## config.mk

```make
export PLATFORM = sky130hd
export DESIGN_NAME = sumsq_feed
export DESIGN_NICKNAME = d
export VERILOG_FILES = /design/src/rtl/sumsq_feed_pkg.sv /design/src/rtl/sumsq_sat.sv /design/src/rtl/sumsq_feed.sv
export SDC_FILE = /design/constraint.sdc
export NUM_CORES = 1
export LEC_CHECK = 0
export ABC_AREA = 1
export CAP_MARGIN = 10
export CORE_MARGIN = 10
export CORE_UTILIZATION = 35
export DETAILED_ROUTE_END_ITERATION = 12
export GPL_TIMING_DRIVEN = 0
export PLACE_DENSITY_LB_ADDON = 0.3
export SLEW_MARGIN = 10
export SYNTH_ARGS = -nofsm -noshare
export SYNTH_HDL_FRONTEND = slang
export SYNTH_SLANG_ARGS = --single-unit
export TNS_END_PERCENT = 10
```

## constraint.sdc

```tcl
create_clock -name clk -period 2.9 [get_ports clk]
set_input_delay 0.725 -clock clk [delete_from_list [all_inputs] [get_ports clk]]
set_output_delay 0.725 -clock clk [all_outputs]
set_load 0.02 [all_outputs]
```

## src/rtl/sumsq_feed_pkg.sv

```systemverilog
// Shared types for the CNN normalisation path: feed FSM states and accumulator sizing.
package sumsq_feed_pkg;

    typedef enum logic [1:0] {
        ACCUM  = 2'd0,
        DRAIN  = 2'd1,
        HOLD   = 2'd2,
        LAUNCH = 2'd3
    } feed_state_t;

    // Sum of len squares of data_w-bit signed samples, with headroom so it never wraps.
    function automatic int acc_width(input int data_w, input int len);
        return 2 * data_w + $clog2(len);
    endfunction

endpackage

```

## src/rtl/sumsq_sat.sv

```systemverilog
// Saturating narrow of the accumulated sum to the radicand width, with a clamp flag.
module sumsq_sat #(
    parameter int IN_W  = 20,
    parameter int RAD_W = 16
) (
    input  logic [IN_W-1:0]  x,
    output logic [RAD_W-1:0] rad,
    output logic             sat
);

    generate
        if (IN_W > RAD_W) begin : g_clamp
            assign sat = |x[IN_W-1:RAD_W];
            assign rad = sat ? '1 : x[RAD_W-1:0];
        end else begin : g_pass
            assign sat = 1'b0;
            assign rad = RAD_W'(x);
        end
    endgenerate

endmodule

```

## src/rtl/sumsq_feed.sv

```systemverilog
// Streaming sum-of-squares accumulator that hands a saturated radicand to the sqrt unit.
//   state  | meaning
//   ACCUM  | accepting samples, squaring and accumulating
//   DRAIN  | last square folded in, radicand registered, acc/cnt cleared
//   HOLD   | radicand waiting for sqrt to return the previous root
//   LAUNCH | start pulse to sqrt; first sample of the next vector may be accepted
module sumsq_feed
    import sumsq_feed_pkg::*;
#(
    parameter int DATA_W = 8,
    parameter int LEN    = 16,
    parameter int RAD_W  = 16
) (
    input  logic                     clk,
    input  logic                     rst_n,
    input  logic                     in_valid,
    output logic                     in_ready,
    input  logic signed [DATA_W-1:0] in_data,
    output logic                     sq_start,
    output logic [RAD_W-1:0]         sq_rad,
    input  logic                     sq_valid,
    output logic                     sq_sat,
    output logic                     vec_done
);

    localparam int ACC_W = acc_width(DATA_W, LEN);
    localparam int SQ_W  = 2 * DATA_W;
    localparam int CNT_W = $clog2(LEN);
    localparam logic [CNT_W-1:0] CNT_LAST = CNT_W'(LEN - 1);

    feed_state_t state, state_nxt;

    logic                   accept;
    logic                   free;
    logic signed [SQ_W-1:0] data_ext;
    logic signed [SQ_W-1:0] prod;
    logic [SQ_W-1:0]        sq_r;
    logic                   sq_v;
    logic [ACC_W-1:0]       acc;
    logic [ACC_W-1:0]       acc_fin;
    logic [CNT_W-1:0]       cnt;
    logic                   pending;
    logic [RAD_W-1:0]       rad_r;
    logic [RAD_W-1:0]       rad_nxt;
    logic                   sat_r;
    logic                   sat_nxt;

    assign accept   = in_valid && in_ready;
    assign free     = !pending || sq_valid;
    assign data_ext = {{DATA_W{in_data[DATA_W-1]}}, in_data};
    assign prod     = data_ext * data_ext;
    // The last square is still in sq_r during DRAIN, so fold it in on the way out.
    assign acc_fin  = acc + ACC_W'(sq_r);

    sumsq_sat #(
        .IN_W  (ACC_W),
        .RAD_W (RAD_W)
    ) u_sat (
        .x   (acc_fin),
        .rad (rad_nxt),
        .sat (sat_nxt)
    );

    always_ff @(posedge clk or negedge rst_n) begin
        if (!rst_n) begin
            state <= ACCUM;
        end else begin
            state <= state_nxt;
        end
    end

    always_comb begin
        state_nxt = state;
        in_ready  = 1'b0;
        sq_start  = 1'b0;
        vec_done  = 1'b0;
        case (state)
            ACCUM: begin
                in_ready = 1'b1;
                if (in_valid && (cnt == CNT_LAST)) begin
                    state_nxt = DRAIN;
                end
            end
            DRAIN: begin
                state_nxt = free ? LAUNCH : HOLD;
            end
            HOLD: begin
                if (free) begin
                    state_nxt = LAUNCH;
                end
            end
            LAUNCH: begin
                in_ready  = 1'b1;
                sq_start  = 1'b1;
                vec_done  = 1'b1;
                state_nxt = ACCUM;
            end
            default: begin
                state_nxt = ACCUM;
            end
        endcase
    end

    always_ff @(posedge clk or negedge rst_n) begin
        if (!rst_n) begin
            sq_r <= '0;
            sq_v <= 1'b0;
        end else begin
            sq_v <= accept;
            if (accept) begin
                sq_r <= unsigned'(prod);
            end
        end
    end

    always_ff @(posedge clk or negedge rst_n) begin
        if (!rst_n) begin
            acc <= '0;
            cnt <= '0;
        end else if (state == DRAIN) begin
            acc <= '0;
            cnt <= '0;
        end else begin
            if (sq_v) begin
                acc <= acc_fin;
            end
            if (accept) begin
                cnt <= (cnt == CNT_LAST) ? '0 : cnt + 1'b1;
            end
        end
    end

    always_ff @(posedge clk or negedge rst_n) begin
        if (!rst_n) begin
            rad_r <= '0;
            sat_r <= 1'b0;
        end else if (state == DRAIN) begin
            rad_r <= rad_nxt;
            sat_r <= sat_nxt;
        end
    end

    // sqrt drops valid the cycle after start, so a high valid outside LAUNCH is a fresh result.
    always_ff @(posedge clk or negedge rst_n) begin
        if (!rst_n) begin
            pending <= 1'b0;
        end else if (state == LAUNCH) begin
            pending <= 1'b1;
        end else if (sq_valid) begin
            pending <= 1'b0;
        end
    end

    assign sq_rad = rad_r;
    assign sq_sat = sat_r;

endmodule

```

======== Yosys cells after proc, flatten, opt, wreduce, memory -nomap -nowiden ========
Cells that the tools add are included.
word-level totals
  register bits after elaboration ......... 61
  bits of input ports ..................... 12
  output and inout bits ................... 20
  word-level logic and storage cells ...... 42
operators by class
  add/subtract/negate cells ............... 2
  multipliers ............................. 1
  eq/ne operators ......................... 6
  muxes and demuxes ....................... 14
  reduce and logical (&&, ||, !) cells .... 11
operator list
  kind                   number
  $mux W20               2
  $add A20 B16 Y20       1
  $mul A8 B8 Y16         1
  $mux W16               1
  $mux W4                3
  $pmux W2 S4            1
  $reduce_bool A2 Y1     3
  $mux W1                5
  $add A4 B1 Y4 const B  1
  $eq A2 B2 Y1 const B   2
  $eq A4 B4 Y1 const B   1
  $mux W2                2
  $ne A2 B2 Y1 const B   2
  $reduce_or A4 Y1       1
  $eq A2 B1 Y1 const B   1
  $logic_and A1 B1 Y1    2
  $logic_not A2 Y1       1
  $reduce_and A2 Y1      1
  $reduce_or A2 Y1       1
  $logic_not A1 Y1       1
  $logic_or A1 B1 Y1     1

======== Logic depth before layout (Yosys ltp) ========
  word-level depth ........................ 6
  gate-level depth with buffers ........... 23
  depth with buffers taken out ............ 22

======== Cells and area by module ========
Synthesis repeated with hierarchy kept, for this count alone.
second synthesis, totals
  cell total of the unflattened synthesis .. 836
  area, all modules ....................... 6035.8 um^2
modules (own cells, without submodules)
  module      instances  cells an instance  area an instance (um^2)  seq. area each (um^2)
  sumsq_feed  1          799                5860.6                   1501.4
  sumsq_sat   1          37                 175.2                    0.0

======== Least setup slack after synthesis ========
OpenSTA, ideal clock, no wires.
  path type ............................... input to register
  start ................................... in in_data[7]
  end ..................................... reg sq_r[15]
  setup time .............................. 118 ps
  data arrival time ....................... 4501 ps
  required time ........................... 2782 ps
  path slack .............................. -1719 ps
  cell stages on the path ................. 19
  buffers on the path ..................... 1
  cells stage by stage .................... clkbuf_1 -> nand2_1 -> inv_1 -> fa_1 -> inv_1 -> fa_1 -> inv_1 -> fa_1 -> inv_1 -> fa_1 -> inv_1 -> ha_1 -> nand2_1 -> nor2_1 -> inv_1 -> nor4_1 -> o21ai_0 -> nand3_1 -> nand2_1
between the ends
  word-level cells in the longest chain between the ends .. 1
RTL lines
  what                  line               source
  start, declared       sumsq_feed.sv:18   input logic signed [DATA_W-1:0] in_data,
  $mul A8 B8 Y16        sumsq_feed.sv:51   assign prod = data_ext * data_ext;
  end signal, assigned  sumsq_feed.sv:111  sq_r <= unsigned'(prod);
  end, declared         sumsq_feed.sv:37   logic [SQ_W-1:0] sq_r;
Every way passes these cells.
A chain may end at the register's enable or synchronous reset.

======== Worst setup path in the final report ========
Same ends and word-level chain as after synthesis.

==> results by group <==
Timing
  – Final hold vios: 0
  – Endpoints failing setup: 11
  – Clock period minus final worst setup slack: 4150 ps
  – Max Slew Vio Count: 0
  – Relative slew slack: 48.6%
  – Clock Skew: 9.80 ps
  – TNS Setup: -11,160 ps
  – Slew @ Worst Pin: 772 ps
  – RSZ-0062 raised after global routing: true
  – Fin crit share: 143%
  – PnR worst setup slack: -1250 ps
  – Max frequency: 0.241 GHz
  – Worst hold margin: 455 ps

Final layout
  – N_diodes: 0
  – Filler instances: 1,597
  – Share of layout cells above drive strength 1: 19.9%
  – Area of the multi-input gates: 4020 um2
  – Commonest cells after routing, fill and taps aside: 197 x nand2_1, 120 x inv_1, 60 x dfrtp_1, 39 x ha_1, 38 x nand3_1
  – Commonest non-fill, non-tap cell in the layout: nand2_1
  – Seq. cell area: 1500 um2
  – # nets final: 930
  – Synthesis-to-layout area growth: 29.3%
  – Final Core Density: 46.3%

Yosys
  – Syn nets: 865
  – Synth warn: 0
  – Synth Area per Inst: 7.51 um2
  – Synth unique cells: 34
  – Register area share after synthesis: 26.3%
  – Top post-synthesis cells by area: dfrtp_1 26%, fa_1 15%, nand2_1 14%
  – Mapped cell area: 5710 um2
  – #FFs+latches synth: 60
  – Share of the synthesized area in the top cell type: 26.3%
  – Yosys top cell by area: dfrtp_1
  – Synth Instances: 760

Worst setup path
  – Most used cell, CP: inv_2
  – Worst setup path start: in_data[7]
  – Crit-path max FO: 5
  – Cell family with most CP delay: adder cells
  – Slowest stage delay, CP: 580 ps
  – Worst Path Required: 3170 ps
  – Critical path cell sequence: buf_8, clkbuf_16, nand2_4, inv_2, fa_2, inv_2, buf_4, fa_2, fa_1, fa_1, inv_2, ha_4, inv_2, o21bai_2, a221oi_2, nand2_1, o21ai_1, nand3_1, nand2_1
  – Worst EP arrival: 4420 ps
  – CP Buf/Inv Count: 7
  – Slowest CP cell: fa_2
  – Crit start category: input pin
  – Worst setup path category: in2reg
  – Reg2reg start: state[0]$_DFFE_PN0P_
  – Crit end category: register

Global routing
  – Vias in the first global route: 4,961
  – GR peak layer: met2
  – GRT Residual Overflow: 0
  – GR met2 Demand/Resource: 23.4%
  – Largest net degree at the start of global routing: 61
  – Initial antenna violation count: 0
  – Global-route wire length before repair: 23.6 mm
  – GR Layer Usage met1: 15.9%
  – Grt met3 use: 1.13%
  – Total track usage: 12.9%

Power
  – Pwr per Cell Area: 1140 nW/um2
  – Leak: 0.00377 uW
  – Total power: 8450 uW
  – Worst IR drop on VDD: 0.392 mV

Flow run
  – Max-cap violations: 0

Die
  – # rows: 46
  – Die ar.: 21,800 um2
  – Core area: 15,900 um2
  – Top Ports: 32
  – Die Y: 148 um
  – Die W: 148 um
  – Initial Utilization: 35.8%

Placed design
  – Worst slack, placed: -2140 ps
  – HPWL Detailed: 10.6 mm
  – IO buf count: 28
  – Gpl congestion: 0.889

Routing
  – DR vias: 4,752
  – Vias per inst: 4.54
  – Starting DRT DRC Count: 202
  – Total wire length: 13.5 mm
  – Wire per inst: 12.9 um
  – Initial DRT Pass Iterations: 4
  – Final ANT Viol Nets: 0
  – Residual DRC: 0

Clock network
  – CTS tree: built
  – Hold_buf cts: 0
  – CTS sink cnt: 60
  – Clock transition at path regs: 60 ps
  – H-tree level count: 3
  – Clock buffer depth: 2
  – Worst skew pair latency: 330 ps
  – Root Driver: clkbuf_16
  – CTS Buf Count: 9

Status
  – Status: complete, but fails checks
  – Failing checks: setup timing

Hold path
  – Hold crit path type: in2async
## worst reg2reg max path, delay by kind of cell, from the launching register on
family / cells / cell delay (ps)
AO/OA/AOI/OAI: 3 / 360
adder cells (fa/ha/maj): 1 / 270
buffers and inverters: 2 / 590
flip-flops: 1 / 400
AND/OR/NAND/NOR: 2 / 760
## report_power, final
| part | switching (uW) | total (uW) | internal, uW | leakage [uW] |
|---|---|---|---|---|
| Clock | 392 | 1060 | 664 | 0.000142 |
| Sequential | 230 | 1440 | 1210 | 0.000755 |
| Combinational | 3480 | 5950 | 2470 | 0.00288 |
| Total | 4100 | 8450 | 4350 | 0.00377 |
## cells in the mapped netlist
| cell | number |
|---|---|
| nor2_4 | 1 |
| nand2_1 | 214 |
| o21ai_1 | 1 |
| fa_1 | 42 |
| and2_1 | 1 |
| a32o_1 | 1 |
| nand3_1 | 40 |
| nand4_1 | 2 |
| nor3_2 | 1 |
| buf_4 | 1 |
| nand3b_1 | 1 |
| o21bai_1 | 7 |
| inv_1 | 150 |
| xnor2_1 | 15 |
| nor2_1 | 41 |
| nand2_2 | 3 |
| o31ai_1 | 1 |
| nor3_1 | 5 |
| a22o_1 | 1 |
| dfrtp_1 | 60 |
| clkbuf_1 | 17 |
| a31oi_1 | 3 |
| clkinv_1 | 1 |
| a221oi_1 | 1 |
| nor4_1 | 2 |
| xor2_1 | 13 |
| a21oi_1 | 28 |
| o22ai_1 | 2 |
| nand3_2 | 4 |
| buf_6 | 2 |
| or2_2 | 6 |
| o21ai_0 | 41 |
| a21oi_4 | 1 |
| ha_1 | 51 |
## layer usage
| layer | up-vias | part of all wire, % | routed length (um) |
|---|---|---|---|
| li1 | 2472 | - | - |
| met1 | 2208 | 46 | 6160 |
| met2 | 52 | 50 | 6820 |
| met3 | 20 | 2.3 | 308 |
| met4 | 0 | 1.8 | 247 |
| met5 | - | 0 | 0 |
## state kept, by name (all words and copies together), names as in the netlist
signal and flops:
cnt 4, sq_rad 16, sq_v 1, sq_r 15, acc 20, sq_sat 1
pending 1, state 2
## cells by family after synthesis
logic type	after synthesis	synth area share [%]
and+or+nand+nor	321	23.4
adders and majority gates	93	25.9
buffers and inverters	171	11.6
DFF	60	26.3
xor gates and xnor gates	28	4.29
AOI/OAI and AO/OA	87	8.50
## repair_timing
action / CTS / global route
setup buffers: 20 / 5
setup endpoints to repair: 11 / 11
pin swaps: 42 / 50
gates cloned: 1 / 0
resized for setup: 85 / 33
## cell type report
type                    instances  area share [%]
plain buffers                  20            2.86
clock buffers                  10            3.10
clock inverters                 6           0.882
inverters                     151            7.92
multi-input cells             529            54.5
flip-flops and latches         60            20.3
well taps                     216            3.66
repair buffers                 54            6.71
## final timing paths
path | slack (ps) | cells past startpoint | endpoint
max | -1250 | 19 | sq_r[15]$_DFFE_PN0P_
min reg2reg | 470 | 2 | sq_rad[8]$_DFFE_PN0P_
max reg2reg | 450 | 8 | cnt[3]$_DFFE_PN0P_
max in group asynchronous | 1910 | 1 | acc[17]$_DFFE_PN0P_
min | 460 | 1 | acc[8]$_DFFE_PN0P_
min in group clk | 470 | 2 | sq_rad[8]$_DFFE_PN0P_
## per-stage QoR
stage                     instance area, um2  instances
after floorplan                         5990        760
after global placement                  6550       1004
after detailed placement                6540       1004
after CTS                               7240       1041
after global routing                    7380       1046
final                                   7380       1046
(Power assumes the default switching activity.)
